`config.mk`:
```
export PLATFORM = sky130hd
export DESIGN_NAME = lsu
export DESIGN_NICKNAME = d
export VERILOG_FILES = /design/src/rtl/lsu.sv
export SDC_FILE = /design/constraint.sdc
export NUM_CORES = 1
export LEC_CHECK = 0
export CAP_MARGIN = 15
export CORE_AREA = 2 2 134 136
export DETAILED_ROUTE_END_ITERATION = 12
export DIE_AREA = 0 0 136 138
export GPL_TIMING_DRIVEN = 0
export PLACE_DENSITY = 0.77
export SLEW_MARGIN = 40
export SYNTH_ARGS = -nofsm -noshare
export SYNTH_HDL_FRONTEND = slang
export SYNTH_SLANG_ARGS = --single-unit
```
`constraint.sdc`:
```
create_clock -name clk -period 3.7 [get_ports clk]
set_clock_uncertainty 0.15 [all_clocks]
set_input_delay 0.555 -clock clk [delete_from_list [all_inputs] [get_ports clk]]
set_output_delay 0.555 -clock clk [all_outputs]
set_load 0.05 [all_outputs]
```
`src/rtl/lsu.sv`:
```
// rtl/lsu.sv - RV32I load/store unit between execute and the register-file write port
// One access in flight; word-aligned memory requests with byte lanes, load extension, error pulses.
module lsu #(
   parameter int TIMEOUT = 16
) (
   input  logic        clk,
   input  logic        rst,
   input  logic        req_valid,
   output logic        req_ready,
   input  logic        req_we,
   input  logic [2:0]  req_funct3,
   input  logic [31:0] req_addr,
   input  logic [31:0] req_wdata,
   input  logic [4:0]  req_rd,
   output logic        mem_req,
   output logic        mem_we,
   output logic [31:0] mem_addr,
   output logic [31:0] mem_wdata,
   output logic [3:0]  mem_wmask,
   input  logic        mem_gnt,
   input  logic        mem_rvalid,
   input  logic [31:0] mem_rdata,
   output logic        rf_en,
   output logic [4:0]  rd,
   output logic [31:0] wdata,
   output logic        err,
   output logic [1:0]  err_cause
);

   typedef enum logic [1:0] {S_IDLE, S_REQ, S_WAIT, S_RESP} state_t;

   localparam int CW = $clog2(TIMEOUT + 1);
   localparam logic [CW-1:0] CNT_LAST = CW'(TIMEOUT - 1);

   state_t        state_q, state_d;
   logic          we_q, we_d;
   logic [2:0]    funct3_q, funct3_d;
   logic [31:0]   addr_q, addr_d;
   logic [31:0]   wdata_q, wdata_d;
   logic [3:0]    wmask_q, wmask_d;
   logic [4:0]    rd_q, rd_d;
   logic [CW-1:0] cnt_q, cnt_d;
   logic          rf_en_q, rf_en_d;
   logic [31:0]   rdata_q, rdata_d;
   logic          err_q, err_d;
   logic [1:0]    cause_q, cause_d;

   logic          illegal, misaligned;
   logic [7:0]    byte_v;
   logic [15:0]   half_v;
   logic [31:0]   ld_val;

   always_comb begin
      illegal = req_we ? (req_funct3 > 3'b010)
                       : (req_funct3 == 3'b011 || req_funct3 == 3'b110 || req_funct3 == 3'b111);
      misaligned = (req_funct3[1:0] == 2'b01 && req_addr[0]) ||
                   (req_funct3[1:0] == 2'b10 && req_addr[1:0] != 2'b00);
   end

   always_comb begin
      byte_v = mem_rdata[{addr_q[1:0], 3'b000} +: 8];
      half_v = mem_rdata[{addr_q[1], 4'b0000} +: 16];
      case (funct3_q)
         3'b000:  ld_val = {{24{byte_v[7]}}, byte_v};
         3'b001:  ld_val = {{16{half_v[15]}}, half_v};
         3'b100:  ld_val = {24'h0, byte_v};
         3'b101:  ld_val = {16'h0, half_v};
         default: ld_val = mem_rdata;
      endcase
   end

   always_comb begin
      state_d  = state_q;
      we_d     = we_q;
      funct3_d = funct3_q;
      addr_d   = addr_q;
      wdata_d  = wdata_q;
      wmask_d  = wmask_q;
      rd_d     = rd_q;
      cnt_d    = cnt_q;
      rf_en_d  = 1'b0;
      rdata_d  = rdata_q;
      err_d    = 1'b0;
      cause_d  = cause_q;
      case (state_q)
         S_IDLE: begin
            if (req_valid) begin
               we_d     = req_we;
               funct3_d = req_funct3;
               addr_d   = req_addr;
               rd_d     = req_rd;
               case (req_funct3[1:0])
                  2'b00: begin
                     wdata_d = {4{req_wdata[7:0]}};
                     wmask_d = 4'b0001 << req_addr[1:0];
                  end
                  2'b01: begin
                     wdata_d = {2{req_wdata[15:0]}};
                     wmask_d = 4'b0011 << req_addr[1:0];
                  end
                  default: begin
                     wdata_d = req_wdata;
                     wmask_d = 4'b1111;
                  end
               endcase
               if (!req_we) wmask_d = 4'b0000;
               if (illegal) begin
                  err_d   = 1'b1;
                  cause_d = 2'b10;
               end else if (misaligned) begin
                  err_d   = 1'b1;
                  cause_d = 2'b01;
               end else begin
                  state_d = S_REQ;
                  cnt_d   = '0;
               end
            end
         end
         S_REQ: begin
            if (mem_gnt) begin
               state_d = we_q ? S_IDLE : S_WAIT;
               cnt_d   = '0;
            end else if (cnt_q == CNT_LAST) begin
               state_d = S_IDLE;
               err_d   = 1'b1;
               cause_d = 2'b11;
            end else begin
               cnt_d = cnt_q + 1'b1;
            end
         end
         S_WAIT: begin
            if (mem_rvalid) begin
               state_d = S_RESP;
               rf_en_d = (rd_q != 5'd0);
               rdata_d = ld_val;
            end else if (cnt_q == CNT_LAST) begin
               state_d = S_IDLE;
               err_d   = 1'b1;
               cause_d = 2'b11;
            end else begin
               cnt_d = cnt_q + 1'b1;
            end
         end
         default: state_d = S_IDLE;
      endcase
   end

   always_ff @(posedge clk or posedge rst) begin
      if (rst) begin
         state_q  <= S_IDLE;
         we_q     <= 1'b0;
         funct3_q <= 3'b000;
         addr_q   <= 32'h0;
         wdata_q  <= 32'h0;
         wmask_q  <= 4'b0000;
         rd_q     <= 5'd0;
         cnt_q    <= '0;
         rf_en_q  <= 1'b0;
         rdata_q  <= 32'h0;
         err_q    <= 1'b0;
         cause_q  <= 2'b00;
      end else begin
         state_q  <= state_d;
         we_q     <= we_d;
         funct3_q <= funct3_d;
         addr_q   <= addr_d;
         wdata_q  <= wdata_d;
         wmask_q  <= wmask_d;
         rd_q     <= rd_d;
         cnt_q    <= cnt_d;
         rf_en_q  <= rf_en_d;
         rdata_q  <= rdata_d;
         err_q    <= err_d;
         cause_q  <= cause_d;
      end
   end

   assign req_ready = (state_q == S_IDLE);
   assign mem_req   = (state_q == S_REQ);
   assign mem_we    = we_q;
   assign mem_addr  = {addr_q[31:2], 2'b00};
   assign mem_wdata = wdata_q;
   assign mem_wmask = wmask_q;
   assign rf_en     = rf_en_q;
   assign rd        = rd_q;
   assign wdata     = rdata_q;
   assign err       = err_q;
   assign err_cause = cause_q;

endmodule

```
==> results of run 1 <==
per-layer routing:
metal	track usage (%)	wire length, um	vias up
li1	-	-	2486
met4	6.63	347	0
met1	23.8	7310	2474
met2	31.8	8400	187
met3	6.78	1560	28
met5	0	0	-
logic make-up after synthesis:
kind of cell             count (synthesis)  share of synthesized area, %
other                                    1                        0.0630
buffers and inverters                   78                          7.28
flip-flops                             120                          50.5
multiplexers                            81                          15.0
adder cells (fa/ha/maj)                  6                          1.26
AO/OA/AOI/OAI                          126                          12.6
AND/OR/NAND/NOR                        168                          13.3
worst reg2reg max path: cells and delay by family, from the launching register on:
kind	cells	cell delay, ns
buffers and inverters	4	1.28
flip-flops	1	0.41
multiplexers	1	0.41
adder cells (fa/ha/maj)	1	0.24
AND/OR/NAND/NOR	1	0.15
flip-flops by register name (all words and copies together), names as in the netlist:
signal / cells
err_cause: 2
mem_wdata: 32
addr_q: 32
rf_en: 1
cnt_q: 5
state_q: 2
funct3_q: 3
mem_we: 1
err: 1
mem_wmask: 4
wdata: 32
rd: 5
metrics by stage:
stage                     worst slack [ns]  area (um2)  cells
after floorplan                       1.31        5960    581
after detailed placement             0.772        8540   1032
after global placement               0.272        8410   1027
after global routing                 0.721        9110   1061
final                                0.949        9110   1061
after CTS                            0.866        9110   1061
how the worst max path moves through the flow:
stage	to	slack, ns	depth (start not counted)
after global placement	wdata[3]	0.27	2
after detailed placement	rd[4]	0.77	5
final	rd[4]	0.95	7
after global routing	rd[4]	0.72	7
after floorplan	addr_q[0]	1.31	7
after CTS	rd[4]	0.87	7
Yosys cell counts (2+ instances only):
cell type,n
inv_1,8
nand2_1,77
nor2_1,22
nand3_1,36
nor3_1,2
buf_2,4
a21oi_1,33
a211oi_1,8
nand3b_1,9
mux2i_1,24
or3_1,2
a2bb2oi_1,2
o21ai_0,60
mux2_2,56
and3b_1,7
nor2b_1,3
dfrtp_1,120
buf_6,2
buf_4,32
ha_1,6
clkbuf_1,31
a31o_2,2
nand2b_1,3
a211o_1,7
a21o_1,2
where the power goes:
group | switching [mW] | internal [mW]
registers | 0.358 | 1.94
logic | 3.41 | 2.00
clock network | 0.582 | 1.05
total | 4.35 | 4.99
final cells by class:
type	count	area [um2]
tap	229	287
clock inverter	8	97.6
inverter	8	33.8
buffer	70	403
timing repair buffer	222	2290
multi-input combinational	383	2520
sequential	120	3000
fill	1603	8420
clock buffer	21	480
==> run summary, run 1 <==
Status -> finished, final reports clean
Area share of the largest cell type after synthesis -> 50.5%
P_leak -> 3.91 nW
I/O pin cnt -> 222
Cell taking the most area after synthesis -> dfrtp_1
Die height -> 138 um
Area contributors post-synth -> dfrtp_1, mux2_2, o21ai_0
Vias -> 5175
Register area share after synthesis -> 50.5%
CTS Buffer Depth -> 2
Worst Path Buf+Inv -> 4
Arrival @ worst endpoint -> 2.89 ns
Post-synth EDFFs -> 0
Hold Buf Count CTS -> 0
Via density per instance -> 4.88
Max Fclk -> 0.363 GHz
Grt total ovfl -> 0
Kind of end point of the critical path -> flip-flop
Syn-to-layout area delta -> 53.2%
Slowest Stage Delay on Critical Path -> 0.53 ns
Starting Density -> 33.9%
CTS root buffer -> clkbuf_16
Row Count -> 49
Syn. warnings -> 0
Setup Viol. Count Final -> 0
CTS sink cnt -> 120
Peak supply drop -> 0.593 mV
Die area -> 18800 um2
Postcts setup bufs -> 0
Drt first pass iters -> 4
Total Routing Usage GR -> 19.5%
Initial antenna violation count -> 0
Final min period -> 2.75 ns
TritonCTS Buffers -> 17
Worst-Skew Late Latency -> 0.41 ns
Setup slack, reg-to-reg -> 0.95 ns
Total core area -> 17500 um2
Final ANT Viol Nets -> 0
Seq cells post-synth -> 120
Setup TNS -> 0 ns
Post-layout util -> 52.0%
Post-CTS sizing -> 0
Max Cap Viol -> 0
Layout Nets -> 938
# diodes -> 0
Layout cells sized above 1 -> 16.3%
Crit path max fanout -> 10
Setup CP Type -> reg -> reg
Register-to-Register Path Depth -> 7
DRC -> 0
Slew @ Worst Pin -> 0.721 ns
Yosys cell types -> 47
First-pass GRT wire length -> 28600 um
Critical Path RT -> 3.84 ns
Routed WL per cell -> 16.6 um
Most used cell, CP -> clkbuf_1
Min-Delay Endpoint -> mem_wdata[24]
Async set or reset register ratio after synthesis -> 100%
Power Dens Cells -> 1020 nW/um2
Period utilization -> 74.4%
Critical path, cell by cell -> inv_1, ha_1, clkbuf_1, nand2_1, clkbuf_1, clkbuf_1, mux2_2
Dominant synthesized flop cell -> dfrtp_1
Hold Slack -> 0.323 ns
Vias in the first global route -> 5382
Worst path top cell family by delay -> buffers and inverters
Pwr Total -> 9.34 mW
DR iter-0 viols -> 314
Commonest cells after routing, fill and taps aside -> clkdlybuf4s50_1, dfrtp_1, nand2_1
Reg2reg start -> state_q[0]
Slowest cell on crit path -> clkbuf_1
Fin. max-slew vios -> 0
Dpl hpwl -> 13600 um
Clk slew on worst S/H paths -> 0.06 ns
Worst Hold Launch -> mem_wdata[24]
CTS tree -> done
RSZ-0062 raised after global routing -> no
Hold Path Class -> reg -> reg
Final WL -> 17600 um
Cell count after synthesis -> 580
Final hold viol count -> 0
Mean Syn Cell Area -> 10.3 um2
Largest net degree at the start of global routing -> 26
H-Tree Depth -> 4
PortBufs -> 217
RR Endpoint -> rd[4]
Most common cell after layout, fill and taps aside -> clkdlybuf4s50_1
Crit path launch type -> flip-flop
Hold depth -> 2
Gpl congestion -> 0.863
Post-Syn Area -> 5950 um2
Rel. slew slack -> 51.9%
Die W -> 136 um
Crit. Startpoint -> state_q[0]
Note: power is estimated with default switching activity, not from simulation.
==> inputs of run 2 (changes only) <==
==> constraint.sdc (replaced) <==
create_clock -name clk -period 2.24 [get_ports clk]
set_clock_uncertainty 0.15 [all_clocks]
set_input_delay 0.336 -clock clk [delete_from_list [all_inputs] [get_ports clk]]
set_output_delay 0.336 -clock clk [all_outputs]
set_load 0.05 [all_outputs]
==> run 2 against run 1 <==
Sequential power grew 64%. Count of clock-buffer cells in the layout shrank 1. Routed wire length grew 1.3%. Design area shrank 0.16%. Critical path depth shrank 5. Clock power grew 54%. Largest cell class unchanged. Highest routed layer unchanged.
==> run summary, run 2 (synthesized netlist as in run 1, its figures left out) <==
CTS root buffer -> clkbuf_16
Initial antenna violation count -> 0
Clk slew on worst S/H paths -> 0.05 ns
Max Cap Viol -> 0
Commonest cells after routing, fill and taps aside -> clkdlybuf4s50_1, dfrtp_1, nand2_1
Layout Nets -> 938
Final WL -> 17800 um
Dpl hpwl -> 13600 um
Critical path, cell by cell -> buf_4, clkdlybuf4s50_1
Psw -> 7.18 mW
Hold Slack -> 0.177 ns
Register-to-Register Path Depth -> 7
First-pass GRT wire length -> 28500 um
Row Count -> 49
Most common cell after layout, fill and taps aside -> clkdlybuf4s50_1
Vias -> 5241
Die W -> 136 um
Gpl congestion -> 0.854
Seq pwr share -> 24.7%
Setup TNS -> 0 ns
FF/Latch Area -> 3000 um2
Total Routing Usage GR -> 19.5%
Setup Viol. Count Final -> 0
P_leak -> 3.94 nW
H-Tree Depth -> 4
Layout cells sized above 1 -> 18.0%
CTS tree -> done
Fill cells -> 1606
Kind of end point of the critical path -> primary output
I/O pin cnt -> 222
Gate power share -> 58.8%
Grt total ovfl -> 0
Max Fclk -> 0.462 GHz
Final min period -> 2.16 ns
Arrival @ worst endpoint -> 1.68 ns
Die area -> 18800 um2
Final ANT Viol Nets -> 0
Drt first pass iters -> 4
PortBufs -> 217
Slowest cell on crit path -> clkdlybuf4s50_1
Crit path max fanout -> 2
Setup CP Type -> reg -> out
Routed WL per cell -> 16.8 um
Period utilization -> 96.6%
RSZ-0062 raised after global routing -> no
Clock Power Share -> 16.5%
Reg2reg start -> state_q[0]
Largest net degree at the start of global routing -> 24
Slowest Stage Delay on Critical Path -> 0.80 ns
Int Power -> 8.09 mW
Syn-to-layout area delta -> 53.0%
Fin. max-slew vios -> 0
Power Dens Cells -> 1680 nW/um2
Die height -> 138 um
TritonCTS Buffers -> 17
Via density per instance -> 4.94
Peak supply drop -> 0.945 mV
RR Endpoint -> addr_q[23]
Final hold viol count -> 0
Multi-input gate area -> 2520 um2
Starting Density -> 33.9%
Setup slack, reg-to-reg -> 0.16 ns
DR iter-0 viols -> 280
Status -> finished, final reports clean
Hold Path Class -> in -> async
Vias in the first global route -> 5404
Rel. slew slack -> 50.6%
Total core area -> 17500 um2
CTS sink cnt -> 120
# diodes -> 0
CTS Buffer Depth -> 2
Critical Path RT -> 1.75 ns
Slew @ Worst Pin -> 0.741 ns
DRC -> 0
Crit path launch type -> flip-flop
Sw Ratio -> 47.0%
Worst-Skew Late Latency -> 0.42 ns
-- run 2: cell types whose count changed in the layout (fill, tap and decap cells not counted), moves of 2 or more --
| cell | before | now |
|---|---|---|
| clkbuf_2 | 0 | 11 |
| buf_4 | 32 | 37 |
| buf_2 | 4 | 1 |
| clkbuf_1 | 31 | 21 |
| clkinv_2 | 3 | 7 |
| clkbuf_8 | 4 | 2 |
| clkdlybuf4s50_1 | 217 | 215 |
-- run 2: worst max path at each step --
stage                from       endpoint
2_1_floorplan  state_q[0]       cnt_q[0]
5_1_grt        state_q[0]      wdata[17]
3_3_place_gp          rst  mem_wdata[18]
4_1_cts        state_q[0]      wdata[12]
3_5_place_dp   state_q[0]     addr_q[23]
6_report        addr_q[9]    mem_addr[9]
-- run 2: layout make-up --
type	instances	area share [%]
well taps	229	3.15
inverters	8	0.371
multi-input cells	383	27.7
repair buffers	222	25.2
plain buffers	70	4.72
clock inverters	10	0.880
flip-flops and latches	120	33.0
clock buffers	20	5.02
-- run 2: what timing repair did --
action                     in CTS  in global routing
buffers inserted                0                  0
gates resized for setup        13                 15
hold buffers                    0                  0
setup endpoints to repair      78                 62
-- run 2: power by group through the flow --
stage,sequential [mW],combinational (mW),clock [mW]
floorplan,6.08,3.75,0
detailed placement,3.82,8.99,0
finish,3.77,8.98,2.51
global placement,3.77,8.89,0
CTS,3.79,9.05,2.58
global route,3.91,9.48,2.68
-- run 2: layer usage --
layer	track usage [%]	share of wire, %
met2	32.2	49
met4	6.58	1.6
met5	0	0
met3	6.34	8.4
met1	23.8	41
-- run 2: stage by stage --
stage                     util, %  cells  setup WS (ns)  power, mW  area (um2)
final                        51.9   1062         0.0771       15.3        9100
after global routing         51.9   1062        0.00264       16.1        9100
after CTS                    51.9   1062         0.0141       15.4        9100
after detailed placement     48.8   1032         -0.331       12.8        8550
after global placement       48.0   1027         -0.951       12.7        8420
after floorplan                 -    581         0.0348       9.84        5960
-- run 2: worst max-delay path: cells and delay by family, from the launching register on --
| family | cells | cell delay (ns) |
|---|---|---|
| flops | 1 | 0.35 |
| buf+inv | 2 | 0.91 |
==> inputs of run 3 (changes only) <==
--- a/config.mk
+++ b/config.mk
@@ -7,6 +7,7 @@
 export LEC_CHECK = 0
 export CAP_MARGIN = 15
 export CORE_AREA = 2 2 134 136
+export CTS_BUF_LIST = sky130_fd_sc_hd__clkbuf_8
 export DETAILED_ROUTE_END_ITERATION = 12
 export DIE_AREA = 0 0 136 138
 export GPL_TIMING_DRIVEN = 0
==> run 3 against run 2 <==
Sequential power hardly changed. Via count is 0.34% lower. Design area is 2.0% lower. Critical path depth stayed put. First-iteration DRC count is 6.1% lower. Utilization is 1.0 points lower. Sequential cell count stayed put. Critical path type unchanged. Largest cell class unchanged.
==> run summary, run 3 (synthesized netlist as in run 1, its figures left out) <==
Status -> finished, final reports clean
Die W -> 136 um
Gpl congestion -> 0.854
First-pass GRT wire length -> 28300 um
Grt total ovfl -> 0
Slew @ Worst Pin -> 0.742 ns
Kind of end point of the critical path -> primary output
Fill cells -> 1634
H-Tree Depth -> 4
Largest net degree at the start of global routing -> 24
Starting Density -> 33.9%
Most common cell after layout, fill and taps aside -> clkdlybuf4s50_1
P_leak -> 3.90 nW
Routed WL per cell -> 16.7 um
CTS tree -> done
Total Routing Usage GR -> 19.3%
Layout Nets -> 938
I/O pin cnt -> 222
Drt first pass iters -> 4
Arrival @ worst endpoint -> 1.69 ns
Row Count -> 49
PortBufs -> 217
Die height -> 138 um
Seq pwr share -> 25.9%
Int Power -> 7.43 mW
Final hold viol count -> 0
Critical Path RT -> 1.75 ns
Dpl hpwl -> 13600 um
Vias in the first global route -> 5400
Setup CP Type -> reg -> out
Clock Power Share -> 12.2%
Initial antenna violation count -> 0
RSZ-0062 raised after global routing -> no
Post-layout instance area -> 8920 um2
Die area -> 18800 um2
CTS sink cnt -> 120
Rel. slew slack -> 50.5%
Period utilization -> 97.1%
# diodes -> 0
Final ANT Viol Nets -> 0
Setup Viol. Count Final -> 0
Placed cells -> 1032
Psw -> 7.08 mW
Vias -> 5223
CTS Buffer Depth -> 2
Layout cells sized above 1 -> 18.0%
Max Cap Viol -> 0
Commonest cells after routing, fill and taps aside -> clkdlybuf4s50_1, dfrtp_1, nand2_1
DR iter-0 viols -> 263
RR Endpoint -> addr_q[0]
Sw Ratio -> 48.8%
Non-Filler Instances -> 1062
Hold Path Class -> in -> async
Crit path max fanout -> 2
Crit path launch type -> flip-flop
Gate power share -> 61.9%
Power Dens Cells -> 1630 nW/um2
Worst setup margin -> 0.0645 ns
Register-to-Register Path Depth -> 7
TritonCTS Buffers -> 17
Total core area -> 17500 um2
Worst-Skew Late Latency -> 0.44 ns
DRC -> 0
Peak supply drop -> 0.943 mV
Max Fclk -> 0.460 GHz
Final min period -> 2.18 ns
Via density per instance -> 4.92
CTS root buffer -> clkbuf_8
Reg2reg start -> state_q[0]
Setup slack, reg-to-reg -> 0.16 ns
Place WS -> -0.331 ns
Postcts setup bufs -> 0
Final WL -> 17700 um
Post-layout util -> 50.9%
Post-Place Cell Area -> 8550 um2
Pwr Total -> 14.5 mW
Syn-to-layout area delta -> 49.9%
Clk slew on worst S/H paths -> 0.07 ns
Fin. max-slew vios -> 0
[run 3: cell types whose count changed in the layout (fill, tap and decap cells not counted)]
cell	delta
clkbuf_8	+17
clkbuf_16	-17
clkbuf_1	-1
inv_1	+1
dlymetal6s2s_1	+4
clkdlybuf4s50_1	-4
[run 3: power groups by stage]
stage                     logic, mW  clock network (mW)  registers (mW)
final                          8.98                1.77            3.76
after global routing           9.47                1.93            3.90
after CTS                      9.05                1.83            3.78
after detailed placement       8.99                   0            3.82
after global placement         8.89                   0            3.77
after floorplan                3.75                   0            6.08
[run 3: layout make-up]
class / instances / area [um2] / share of cell area (%)
well taps: 229 / 287 / 3.21
plain buffers: 70 / 429 / 4.81
repair buffers: 222 / 2300 / 25.8
flip-flops and latches: 120 / 3000 / 33.7
clock inverters: 11 / 83.8 / 0.940
inverters: 8 / 33.8 / 0.379
multi-input cells: 383 / 2520 / 28.2
clock buffers: 19 / 262 / 2.93
[run 3: worst max path at each step]
| stage | end | cells after the start | from |
|---|---|---|---|
| after floorplan | cnt_q[0] | 7 | state_q[0] |
| after global placement | mem_wdata[18] | 2 | rst |
| after detailed placement | addr_q[23] | 7 | state_q[0] |
| after CTS | req_ready | 3 | state_q[0] |
| after global routing | mem_we | 1 | mem_we |
| final | mem_addr[21] | 2 | addr_q[21] |
[run 3: stage by stage]
step	setup TNS (ns)	hold slack, ns
2_1_floorplan	0	0.331
3_3_place_gp	-127.44	0.310
3_5_place_dp	-18.27	0.319
4_1_cts	-0.00671	0.137
5_1_grt	0	0.154
6_report	0	0.145
[run 3: worst max-delay path, stage by stage, from the launching register on]
cell	delay [ns]
dfrtp_1	0.35
buf_4	0.10
clkdlybuf4s50_1	0.81
[run 3: per-layer routing]
layer  track usage [%]  vias to the layer above  wire length, um
met5                 0                        -                0
met4              6.96                        0              293
met3              6.34                       24             1410
met2              31.9                      199             8540
met1              23.5                     2514             7460
li1                  -                     2486                -
[run 3: timing repair]
item	in CTS	in global routing
resized for setup	14	18
setup endpoints to repair	78	62
hold buffers	0	0
